**src/rtl/tcdm_varlat_bank_adapter.sv**
```systemverilog
// tcdm_varlat_bank_adapter
//
// Target-side stage between one output port of the variable-latency crossbar
// and a fixed-latency SRAM bank. The flat request payload {wen, be, addr, wdata}
// is unpacked into SRAM control fields. A {valid, is_write} shift register,
// MemLatency stages deep, follows each accepted access to the cycle where the
// bank returns read data. The response is then registered onto vld_o/rdata_o,
// so vld_o pulses exactly MemLatency+1 cycles after the accepting cycle.
//
// Optional feature, selected by the macro TCDM_BANK_INIT_EN:
//   When defined, reset enters an INIT state. In INIT the bank is zero-filled,
//   one word per cycle, before any grant is issued. When undefined, there is no
//   INIT state and no sweep counter.

module tcdm_varlat_bank_adapter #(
    parameter int unsigned AddrWidth    = 10,
    parameter int unsigned DataWidth    = 32,
    parameter int unsigned BeWidth      = DataWidth / 8,
    parameter int unsigned ReqDataWidth = 1 + BeWidth + AddrWidth + DataWidth,
    parameter int unsigned MemLatency   = 1,
    parameter int unsigned WriteResp    = 1
) (
    input  logic                    clk_i,
    input  logic                    rst_ni,
    input  logic                    req_i,
    output logic                    gnt_o,
    input  logic [ReqDataWidth-1:0] data_i,
    output logic                    vld_o,
    output logic [DataWidth-1:0]    rdata_o,
    output logic                    mem_req_o,
    output logic                    mem_we_o,
    output logic [BeWidth-1:0]      mem_be_o,
    output logic [AddrWidth-1:0]    mem_addr_o,
    output logic [DataWidth-1:0]    mem_wdata_o,
    input  logic [DataWidth-1:0]    mem_rdata_i,
    input  logic                    mem_stall_i,
    output logic                    init_done_o
);

    // Payload field positions, MSB first: {wen, be, addr, wdata}.
    localparam int unsigned AddrLsb = DataWidth;
    localparam int unsigned BeLsb   = DataWidth + AddrWidth;
    localparam int unsigned WenBit  = DataWidth + AddrWidth + BeWidth;

    localparam logic WriteRespEn = (WriteResp != 0);

    typedef enum logic {
        ST_INIT = 1'b0,
        ST_RUN  = 1'b1
    } state_e;

`ifdef TCDM_BANK_INIT_EN
    localparam state_e ResetState = ST_INIT;
`else
    localparam state_e ResetState = ST_RUN;
`endif

    // ------------------------------------------------------------------
    // Payload unpacking
    // ------------------------------------------------------------------
    logic                 req_wen;
    logic [BeWidth-1:0]   req_be;
    logic [AddrWidth-1:0] req_addr;
    logic [DataWidth-1:0] req_wdata;

    assign req_wen   = data_i[WenBit];
    assign req_be    = data_i[BeLsb +: BeWidth];
    assign req_addr  = data_i[AddrLsb +: AddrWidth];
    assign req_wdata = data_i[DataWidth-1:0];

    // ------------------------------------------------------------------
    // Control state
    // ------------------------------------------------------------------
    state_e state_q, state_d;
    logic   init_done_q;
    logic   accept;

`ifdef TCDM_BANK_INIT_EN
    logic [AddrWidth-1:0] init_cnt_q, init_cnt_d;
    logic                 init_write;
    logic                 init_last;

    // A sweep write happens in every non-stalled INIT cycle outside reset.
    assign init_write = rst_ni & (state_q == ST_INIT) & ~mem_stall_i;
    assign init_last  = (init_cnt_q == {AddrWidth{1'b1}});

    // The sweep counter advances only on cycles that actually write.
    always_comb begin
        init_cnt_d = init_cnt_q;
        if (init_write) begin
            init_cnt_d = init_cnt_q + 1'b1;
        end
    end

    // Sweep counter register; it wraps to 0 after the last address, which is harmless because RUN never returns to INIT.
    always_ff @(posedge clk_i) begin
        if (!rst_ni) begin
            init_cnt_q <= '0;
        end else begin
            init_cnt_q <= init_cnt_d;
        end
    end
`endif

    // Next-state logic: leave INIT right after the write to the last address.
    always_comb begin
        state_d = state_q;
`ifdef TCDM_BANK_INIT_EN
        if ((state_q == ST_INIT) && init_write && init_last) begin
            state_d = ST_RUN;
        end
`else
        state_d = ST_RUN;
`endif
    end

    // State register and the registered ready flag, which mirrors the state being entered.
    always_ff @(posedge clk_i) begin
        if (!rst_ni) begin
            state_q     <= ResetState;
            init_done_q <= 1'b0;
        end else begin
            state_q     <= state_d;
            init_done_q <= (state_d == ST_RUN);
        end
    end

    assign init_done_o = init_done_q;

    // ------------------------------------------------------------------
    // Grant and SRAM drive (combinational, as the crossbar arbiter needs)
    // ------------------------------------------------------------------
    // Grant is withheld while in reset so that the bank sees no access in a reset cycle.
    always_comb begin
        accept      = 1'b0;
        mem_req_o   = 1'b0;
        mem_we_o    = 1'b0;
        mem_be_o    = '0;
        mem_addr_o  = '0;
        mem_wdata_o = '0;
        if (rst_ni) begin
            if (state_q == ST_RUN) begin
                accept = req_i & ~mem_stall_i;
                if (accept) begin
                    mem_req_o   = 1'b1;
                    mem_we_o    = req_wen;
                    mem_be_o    = req_be;
                    mem_addr_o  = req_addr;
                    mem_wdata_o = req_wdata;
                end
            end
`ifdef TCDM_BANK_INIT_EN
            else if (init_write) begin
                mem_req_o   = 1'b1;
                mem_we_o    = 1'b1;
                mem_be_o    = '1;
                mem_addr_o  = init_cnt_q;
                mem_wdata_o = '0;
            end
`endif
        end
    end

    assign gnt_o = accept;

    // ------------------------------------------------------------------
    // Tracking pipeline: one {valid, is_write} entry per SRAM latency cycle
    // ------------------------------------------------------------------
    logic [MemLatency-1:0] pipe_vld_q, pipe_vld_d;
    logic [MemLatency-1:0] pipe_wr_q,  pipe_wr_d;

    assign pipe_vld_d[0] = accept;
    assign pipe_wr_d[0]  = accept & req_wen;

    genvar gi;
    generate
        for (gi = 1; gi < MemLatency; gi++) begin : g_pipe_shift
            assign pipe_vld_d[gi] = pipe_vld_q[gi-1];
            assign pipe_wr_d[gi]  = pipe_wr_q[gi-1];
        end
    endgenerate

    // Pipeline register; reset drops every in-flight transaction.
    always_ff @(posedge clk_i) begin
        if (!rst_ni) begin
            pipe_vld_q <= '0;
            pipe_wr_q  <= '0;
        end else begin
            pipe_vld_q <= pipe_vld_d;
            pipe_wr_q  <= pipe_wr_d;
        end
    end

    // ------------------------------------------------------------------
    // Response register
    // ------------------------------------------------------------------
    logic                 tail_vld;
    logic                 tail_wr;
    logic                 vld_q;
    logic [DataWidth-1:0] rdata_q;

    assign tail_vld = pipe_vld_q[MemLatency-1];
    assign tail_wr  = pipe_wr_q[MemLatency-1];

    // Capture bank data at the pipeline tail; writes answer with zero data, and only if write responses are enabled.
    always_ff @(posedge clk_i) begin
        if (!rst_ni) begin
            vld_q   <= 1'b0;
            rdata_q <= '0;
        end else begin
            vld_q   <= tail_vld & (~tail_wr | WriteRespEn);
            rdata_q <= (tail_vld & ~tail_wr) ? mem_rdata_i : '0;
        end
    end

    assign vld_o   = vld_q;
    assign rdata_o = rdata_q;

endmodule

```
**config.mk**
```make
export PLATFORM = sky130hd
export DESIGN_NAME = tcdm_varlat_bank_adapter
export DESIGN_NICKNAME = d
export VERILOG_FILES = /design/src/rtl/tcdm_varlat_bank_adapter.sv
export SDC_FILE = /design/constraint.sdc
export NUM_CORES = 1
export LEC_CHECK = 0
export CORE_MARGIN = 5
export CORE_UTILIZATION = 35
export CTS_CLUSTER_SIZE = 14
export DETAILED_ROUTE_END_ITERATION = 8
export DONT_BUFFER_PORTS = 1
export PLACE_DENSITY = 0.51
export SLEW_MARGIN = 15
export SYNTH_ARGS = -nofsm -noshare
export SYNTH_HDL_FRONTEND = slang
export SYNTH_SLANG_ARGS = --single-unit
```
**constraint.sdc**
```tcl
create_clock -name clk_i -period 1.1 [get_ports clk_i]
set_clock_uncertainty 0.05 [all_clocks]
set_input_delay 0.22 -clock clk_i [delete_from_list [all_inputs] [get_ports clk_i]]
set_output_delay 0.22 -clock clk_i [all_outputs]
set_load 0.01 [all_outputs]
```
==> metrics.md, run 1 <==
| Metric | Value |
|---|---|
| Critical path class | `flop to flop` |
| CP required | `1.27 ns` |
| CP max stage delay | `0.59 ns` |
| Vias per cell | `5.909` |
| Crit path max-delay family | `flip-flops` |
| Design area | `0.001764 mm2` |
| Placed cells | `187` |
| Layout Cells excl Fill | `197` |
| Worst Hold Slack | `0.04793 ns` |
| FILL cells | `475` |
| Initial drt markers | `52` |
| Clk sinks | `36` |
| Ports | `166` |
| Worst setup margin | `0.1129 ns` |
| Core area | `0.004755 mm2` |
| Syn nets | `228` |
| Top cell type's share of synthesized area | `46.34%` |
| Largest cells by area after synthesis | `and4b_1 46%, dfxtp_1 42%, buf_6 5.2%` |
| Placed Area | `0.001649 mm2` |
| Die Span X | `80.26 um` |
| Clock Latency Late Sink | `0.28 ns` |
| Largest net degree at the start of global routing | `85` |
| Syn_area_per_cell | `11.92 um2` |
| Port bufs | `0` |
| Warnings from Yosys | `0` |
| Die footprint | `0.006442 mm2` |
| Reg area | `721.9 um2` |
| Final wirelength | `4.407 mm` |
| Setup crit start kind | `flop` |
| RSZ-0062 raised after global routing | `no` |
| Post-CTS Setup Bufs | `0` |
| Syn-to-layout area delta | `2.100%` |
| Distinct cell type count after synthesis | `7` |
| Max-slew headroom | `71.53%` |
| Post-route ant nets | `0` |
| All-layer global routing usage | `12.73%` |
| Antenna diodes | `0` |
| Synth area leader | `and4b_1` |
| Slowest-stage cell, CP | `dfxtp_2` |
| LEAKAGE | `0.8473 nW` |
| Critical Path Start | `pipe_vld_q` |
| DR WL/cell | `22.37 um` |
| Die H | `80.26 um` |
| Post-Place Worst Slack | `-0.1537 ns` |
| First-pass GRT wire length | `6.396 mm` |
| Area of the multi-input gates | `824.5 um2` |
| Critical Path Sink Type | `flop` |
| CP cell instances | `and4b_1` |
| HP Start | `req_i` |
| Vias in the first global route | `1146` |
| Share of cells above drive strength 1 | `6.923%` |
| Initial core utilization | `36.34%` |
| Endpoints failing hold | `0` |
| CTS tree | `done` |
| Grt total ovfl | `0` |
| # H-tree levels | `2` |
| Final Power | `2.422 mW` |
| Fin crit share | `89.73%` |
| Post-Syn Instances | `145` |
| Final min period | `0.9871 ns` |
| Synth Cell Area | `0.001728 mm2` |
| Slew Viols, Final | `0` |
| Final nets | `212` |
| Clock Tree Buf Depth | `2` |
| Clk Tree Root Cell | `clkbuf_8` |
| Peak VDD IR | `516.1 uV` |
| DRC Markers | `0` |
| Number of synthesized register bits | `36` |
| Clk slew on worst S/H paths | `0.07 ns` |
| HP Class | `input port to flop` |
| Status | `completed` |
| Max FO, Critical Path | `33` |
| CP bufs+invs | `0` |
| DR pass1 iterations | `4` |
| TritonCTS Buffers | `5` |
| Initial antenna violation count | `0` |
| Final setup violation count | `0` |
| Sequential fraction of the synthesis area | `41.71%` |
| Worst-margin pin slew | `0.4270 ns` |
| Crit path DAT | `1.16 ns` |
| Maximum clock frequency | `1013 MHz` |
| Vias | `1164` |
| Max-Cap Viols | `0` |
| P per Cell Area | `1373 mW/mm2` |
| RR Startpoint | `pipe_vld_q` |
| Routability cong. | `0.6901` |
| FP Rows | `25` |
flip-flops by register name, indices dropped and copies added, names as in the netlist:
signal,cells
init_done_o,1
pipe_vld_q,1
pipe_wr_q,1
rdata_o,32
vld_o,1
metal layers:
| layer | up-vias | part of all wire (%) | GRT usage (%) |
|---|---|---|---|
| met5 | - | 0 | 0 |
| met3 | 4 | 12 | 7.287 |
| met1 | 526 | 35 | 12.77 |
| met2 | 83 | 51 | 22.10 |
| li1 | 551 | - | - |
| met4 | 0 | 1.0 | 4.054 |
power breakdown:
part           switching [mW]  internal (mW)
Clock                   0.426          0.508
Combinational          0.0567         0.0726
Sequential             0.0298           1.33
synth_stat cells:
master,count
buf_4,1
and3b_1,2
and2_1,1
buf_2,17
dfxtp_1,36
and4b_1,80
buf_6,8
cell type report:
class / instances / share of cell area [%]
multi-input combinational: 83 / 46.74
sequential: 36 / 40.92
clock inverter: 1 / 0.4255
timing repair buffer: 3 / 2.270
tap: 67 / 4.752
clock buffer: 7 / 4.894
per-stage QoR:
step	setup TNS (ns)	util, %
after floorplan	0	-
after global placement	-4.126	34.68
after detailed placement	-3.807	34.68
after CTS	0	36.89
after global routing	0	37.11
final	0	37.11
worst paths after layout:
kind	to	slack, ns	cells past startpoint
max	rdata_o[27]	0.11	1
min	pipe_vld_q	0.05	1
max reg2reg	rdata_o[27]	0.11	1
min reg2reg	vld_o	0.66	1
cells by family (layout without fill, tap and decap cells):
family                 count (synthesis)  count (layout)  synth area share, %
AND/OR/NAND/NOR                       83              83                47.72
flip-flops                            36              36                41.71
buffers and inverters                 26              11                10.57
layout by cell type, fill, tap and decap left out:
cell,n
clkinvlp_4,1
dfxtp_1,35
clkbuf_8,6
dfxtp_2,1
dlygate4sd3_1,2
and4b_1,80
and3b_1,2
clkbuf_1,1
buf_12,1
and2_1,1
repair_timing:
item                                    in CTS  in global routing
hold endpoints to repair                     1                  1
gates resized for setup                      1                  0
hold buffers                                 1                  1
endpoints found under the setup margin      33                  0
(Power assumes the default switching activity.)
==> inputs of run 2 (changes only) <==
- clock period: 1.1 -> 1 ns (I/O delays scaled with it)
==> metrics.md, run 2 (synthesis results as in run 1) <==
| Metric | Value |
|---|---|
| Utilization after layout | `37.24% (+0.13 points)` |
| # H-tree levels | `2 (unchanged)` |
| Die H | `80.26 um (unchanged)` |
| LEAKAGE | `0.8541 nW (+0.80%)` |
| Routability cong. | `0.6572 (-4.8%)` |
| Peak VDD IR | `531.5 uV (+3.0%)` |
| All-layer global routing usage | `12.70% (-0.029 points)` |
| DR WL/cell | `21.70 um (-3.0%)` |
| DRC Markers | `0 (unchanged)` |
| Critical path class | `flop to primary output` |
| Die footprint | `0.006442 mm2 (unchanged)` |
| CP required | `0.75 ns (-0.52 ns)` |
| Worst-margin pin slew | `0.1739 ns (-0.2531 ns)` |
| Largest net degree at the start of global routing | `84 (-1.2%)` |
| Number of cells on the worst reg-to-reg path | `2 (+1)` |
| Endpoints failing hold | `0 (unchanged)` |
| Hold Crit Depth | `1 (unchanged)` |
| Initial drt markers | `51 (-1.9%)` |
| Post-route ant nets | `0 (unchanged)` |
| DR pass1 iterations | `4 (unchanged)` |
| Crit path DAT | `0.66 ns (-0.50 ns)` |
| Clock Latency Late Sink | `0.28 ns (about the same)` |
| Placed Area | `0.001670 mm2 (+1.3%)` |
| RR Startpoint | `pipe_wr_q` |
| FILL cells | `472 (-0.63%)` |
| Maximum clock frequency | `1104 MHz` |
| Slew Viols, Final | `0 (unchanged)` |
| Port bufs | `0 (unchanged)` |
| First-pass GRT wire length | `6.492 mm (+1.5%)` |
| Critical Path Sink Type | `primary output` |
| Commonest cells after routing, fill and taps aside | `80 x and4b_1, 36 x dfxtp_1, 5 x clkbuf_8, 2 x clkinv_2, 2 x buf_12` |
| Final min period | `0.9058 ns` |
| R2r setup slk | `0.11 ns (about the same)` |
| Initial core utilization | `36.34% (unchanged)` |
| FP Rows | `25 (unchanged)` |
| Max FFs per register | `32 (unchanged)` |
| HPWL after detailed placement | `3.152 mm` |
| Vias | `1132 (-2.7%)` |
| CTS resizes | `0 (-1)` |
| RSZ-0062 raised after global routing | `no` |
| Max-slew headroom | `88.37% (+17 points)` |
| Clk Tree Root Cell | `clkbuf_8` |
| Worst hold endpoint | `pipe_vld_q` |
| Max FO, Critical Path | `1 (-97%)` |
| TritonCTS Buffers | `5 (unchanged)` |
| Fin crit share | `90.58%` |
| R2r endpoint | `rdata_o[18]` |
| CTS tree | `done` |
| Ports | `166 (unchanged)` |
| Final nets | `212 (unchanged)` |
| HP Start | `req_i` |
| Core area | `0.004755 mm2 (unchanged)` |
| Worst Hold Slack | `0.02401 ns (-0.02392 ns)` |
| Share of cells above drive strength 1 | `8.462% (+1.5 points)` |
| Clock Tree Buf Depth | `2 (unchanged)` |
| Grt total ovfl | `0 (unchanged)` |
| Post-CTS Setup Bufs | `0 (unchanged)` |
| Max-Cap Viols | `0 (unchanged)` |
| Design area | `0.001770 mm2 (+0.35%)` |
| HP Class | `input port to flop` |
| Syn-to-layout area delta | `2.462%` |
| Final Power | `2.608 mW (+7.7%)` |
| Setup crit start kind | `flop` |
| Die Span X | `80.26 um (unchanged)` |
| Clk sinks | `36 (unchanged)` |
| Clk slew on worst S/H paths | `0.07 ns (about the same)` |
| Final wirelength | `4.296 mm (-2.5%)` |
| Status | `completed` |
| Final setup violation count | `0 (unchanged)` |
| Vias in the first global route | `1183 (+3.2%)` |
| Commonest non-fill, non-tap cell in the layout | `and4b_1` |
| P per Cell Area | `1473 mW/mm2 (+7.3%)` |
| Initial antenna violation count | `1 (+1)` |
| Vias per cell | `5.717 (-3.2%)` |
## run 2: timing repair
item	CTS	global route
hold buffers	1	0
hold endpoints to repair	2	0
setup endpoints to repair	0	0
## run 2: where the power goes
| group | switching (mW) | internal [mW] | total [mW] |
|---|---|---|---|
| Combinational | 0.0726 | 0.0837 | 0.156 |
| Sequential | 0.0240 | 1.46 | 1.48 |
| Clock | 0.483 | 0.484 | 0.967 |
## run 2: cell type report
class                           instances  area, um2  area share [%]
Timing Repair Buffer                    3      50.05           2.827
Clock buffer                            5      68.82           3.887
Multi-Input combinational cell         83      825.8           46.64
Tap cell                               67      83.83           4.735
Sequential cell                        36      720.7           40.71
Antenna cell                            1      2.502          0.1413
Clock inverter                          3      18.77           1.060
## run 2: how the worst max path moves through the flow
stage,start,end,slack [ns],cells after the start
after floorplan,rst_ni,mem_req_o,-0.03,4
after global placement,pipe_wr_q,rdata_o[21],0.13,2
after CTS,rdata_o[13],rdata_o[13],0.07,0
final,rdata_o[13],rdata_o[13],0.09,0
after global routing,rdata_o[8],rdata_o[8],0.05,0
after detailed placement,pipe_wr_q,rdata_o[14],0.12,2
## run 2: stage by stage
step	std cells	setup TNS, ns	worst slack [ns]
3_3_place_gp	188	0	0.1262
2_1_floorplan	145	-0.02675	-0.02675
4_1_cts	197	0	0.06897
3_5_place_dp	188	0	0.1176
6_report	198	0	0.09417
5_1_grt	198	0	0.04995
## run 2: routing by layer
metal / global-route usage (%) / up-vias / share of wire, %
met2: 21.61 / 82 / 50
met5: 0 / - / 0
met1: 13.98 / 500 / 39
met3: 5.830 / 2 / 11
li1: - / 548 / -
met4: 4.054 / 0 / 0.33
==> inputs of run 3 (changes only) <==
- CORE_ASPECT_RATIO: default -> 1.75
- CORE_MARGIN: 5 -> 2
==> metrics.md, run 3 (synthesis results as in run 1) <==
| Metric | Value |
|---|---|
| Utilization after layout | `37.67% (+0.43 points)` |
| Commonest non-fill, non-tap cell in the layout | `and4b_1` |
| Placed cells | `173 (-8.0%)` |
| Port bufs | `0 (unchanged)` |
| Ports | `166 (unchanged)` |
| Die H | `96.95 um (+21%)` |
| Number of cells on the worst reg-to-reg path | `2 (unchanged)` |
| Clk sinks | `36 (unchanged)` |
| Vias in the first global route | `1070 (-9.6%)` |
| LEAKAGE | `0.8603 nW (+0.73%)` |
| Wl on met1 | `1.229 mm (-26%)` |
| Hold Crit Depth | `1 (unchanged)` |
| Clock Latency Late Sink | `0.28 ns (about the same)` |
| DRC Markers | `0 (unchanged)` |
| CP required | `0.75 ns (about the same)` |
| Routability cong. | `0.8067 (+23%)` |
| First-pass GRT wire length | `5.285 mm (-19%)` |
| Post-CTS Setup Bufs | `0 (unchanged)` |
| HPWL after detailed placement | `2.584 mm (-18%)` |
| Vias per cell | `6.511 (+14%)` |
| Slew Viols, Final | `0 (unchanged)` |
| Initial antenna violation count | `0 (-1)` |
| P per Cell Area | `1617 mW/mm2 (+9.7%)` |
| CTS tree | `done` |
| Die Span X | `57.12 um (-29%)` |
| Max FO, Critical Path | `1 (unchanged)` |
| CTS resizes | `0 (unchanged)` |
| Syn-to-layout area delta | `2.607%` |
| Final nets | `212 (unchanged)` |
| Post-route ant nets | `0 (unchanged)` |
| Final wirelength | `3.659 mm (-15%)` |
| Met2 WL | `1.965 mm (-8.8%)` |
| Critical path class | `flop to primary output` |
| Clk Tree Root Cell | `clkbuf_8` |
| TritonCTS Buffers | `5 (unchanged)` |
| Clk slew on worst S/H paths | `0.07 ns (about the same)` |
| FP Rows | `33 (+32%)` |
| Max FFs per register | `32 (unchanged)` |
| Design area | `0.001773 mm2 (+0.14%)` |
| Worst-margin pin slew | `0.1752 ns (+0.001290 ns)` |
| Clock Tree Buf Depth | `2 (unchanged)` |
| Antenna diodes | `0 (-1)` |
| Layout Cells excl Fill | `182 (-8.1%)` |
| Largest net degree at the start of global routing | `84 (unchanged)` |
| Die footprint | `0.005537 mm2 (-14%)` |
| Grt total ovfl | `0 (unchanged)` |
| DR pass1 iterations | `4 (unchanged)` |
| Top routing layer used | `met4` |
| Crit path DAT | `0.66 ns (about the same)` |
| Max-slew headroom | `88.31% (about the same)` |
| Core area | `0.004707 mm2 (-1.0%)` |
| Status | `completed` |
| Final min period | `0.9051 ns (-0.0007653 ns)` |
| Maximum clock frequency | `1105 MHz (about the same)` |
| R2r setup slk | `0.11 ns (about the same)` |
| WP depth | `0 (unchanged)` |
| Placed Area | `0.001652 mm2 (-1.1%)` |
| Commonest cells after routing, fill and taps aside | `80 x and4b_1, 36 x dfxtp_1, 5 x clkbuf_8, 2 x buf_12` |
| Share of cells above drive strength 1 | `8.462% (unchanged)` |
| Final Power | `2.866 mW (+9.9%)` |
| Initial core utilization | `36.71% (+0.37 points)` |
| Vias | `1185 (+4.7%)` |
| Peak VDD IR | `858.3 uV (+61%)` |
| HP Class | `input port to flop` |
| WL met3 | `416 um (-12%)` |
| Initial drt markers | `48 (-5.9%)` |
| Setup crit start kind | `flop` |
| DR WL/cell | `20.10 um (-7.3%)` |
| Final setup violation count | `0 (unchanged)` |
| Critical Path Sink Type | `primary output` |
| Cts hold-fix bufs | `1 (unchanged)` |
| # H-tree levels | `2 (unchanged)` |
| All-layer global routing usage | `12.24% (-0.46 points)` |
| Max-Cap Viols | `0 (unchanged)` |
| Endpoints failing hold | `0 (unchanged)` |
| RSZ-0062 raised after global routing | `no` |
| Fin crit share | `90.51% (about the same)` |
==> run 3: cell count changes in the layout (fill, tap and decap cells not counted) <==
cell | previous run | this run
clkinv_4 | 1 | 0
clkinvlp_4 | 0 | 1
diode_2 | 1 | 0
clkinv_2 | 2 | 1
bufinv_16 | 0 | 1
==> run 3: layer usage <==
layer,vias up,GRT usage (%)
li1,548,-
met1,527,10.31
met2,106,23.61
met3,4,3.743
met4,0,6.977
met5,-,0
==> run 3: metrics by stage <==
step / setup WS, ns / hold slack [ns] / TNS (ns)
6_report: 0.09493 / 0.02570 / 0
5_1_grt: 0.05711 / 0.008676 / 0
4_1_cts: 0.07967 / 0.01158 / 0
3_5_place_dp: 0.1142 / 0.1796 / 0
3_3_place_gp: 0.1434 / 0.1802 / 0
2_1_floorplan: -0.02675 / 0.1777 / -0.02675
==> run 3: area by class of cell <==
cell class                      count  area (um2)
Multi-Input combinational cell     83       825.8
Clock buffer                        5       68.82
Sequential cell                    36       720.7
Clock inverter                      3       42.54
Timing Repair Buffer                3       50.05
Fill cell                         450        2934
Tap cell                           52       65.06
==> run 3: path summary, 6_finish.rpt <==
check	from	end
worst max register to register	pipe_wr_q	rdata_o[18]
worst min register to register	pipe_vld_q	vld_o
worst max-delay path	vld_o	vld_o
worst min-delay path	req_i	pipe_vld_q
==> run 3: report_power, final <==
group / switching, mW / internal (mW)
logic: 0.0706 / 0.0837
registers: 0.0226 / 1.46
clock network: 0.492 / 0.737
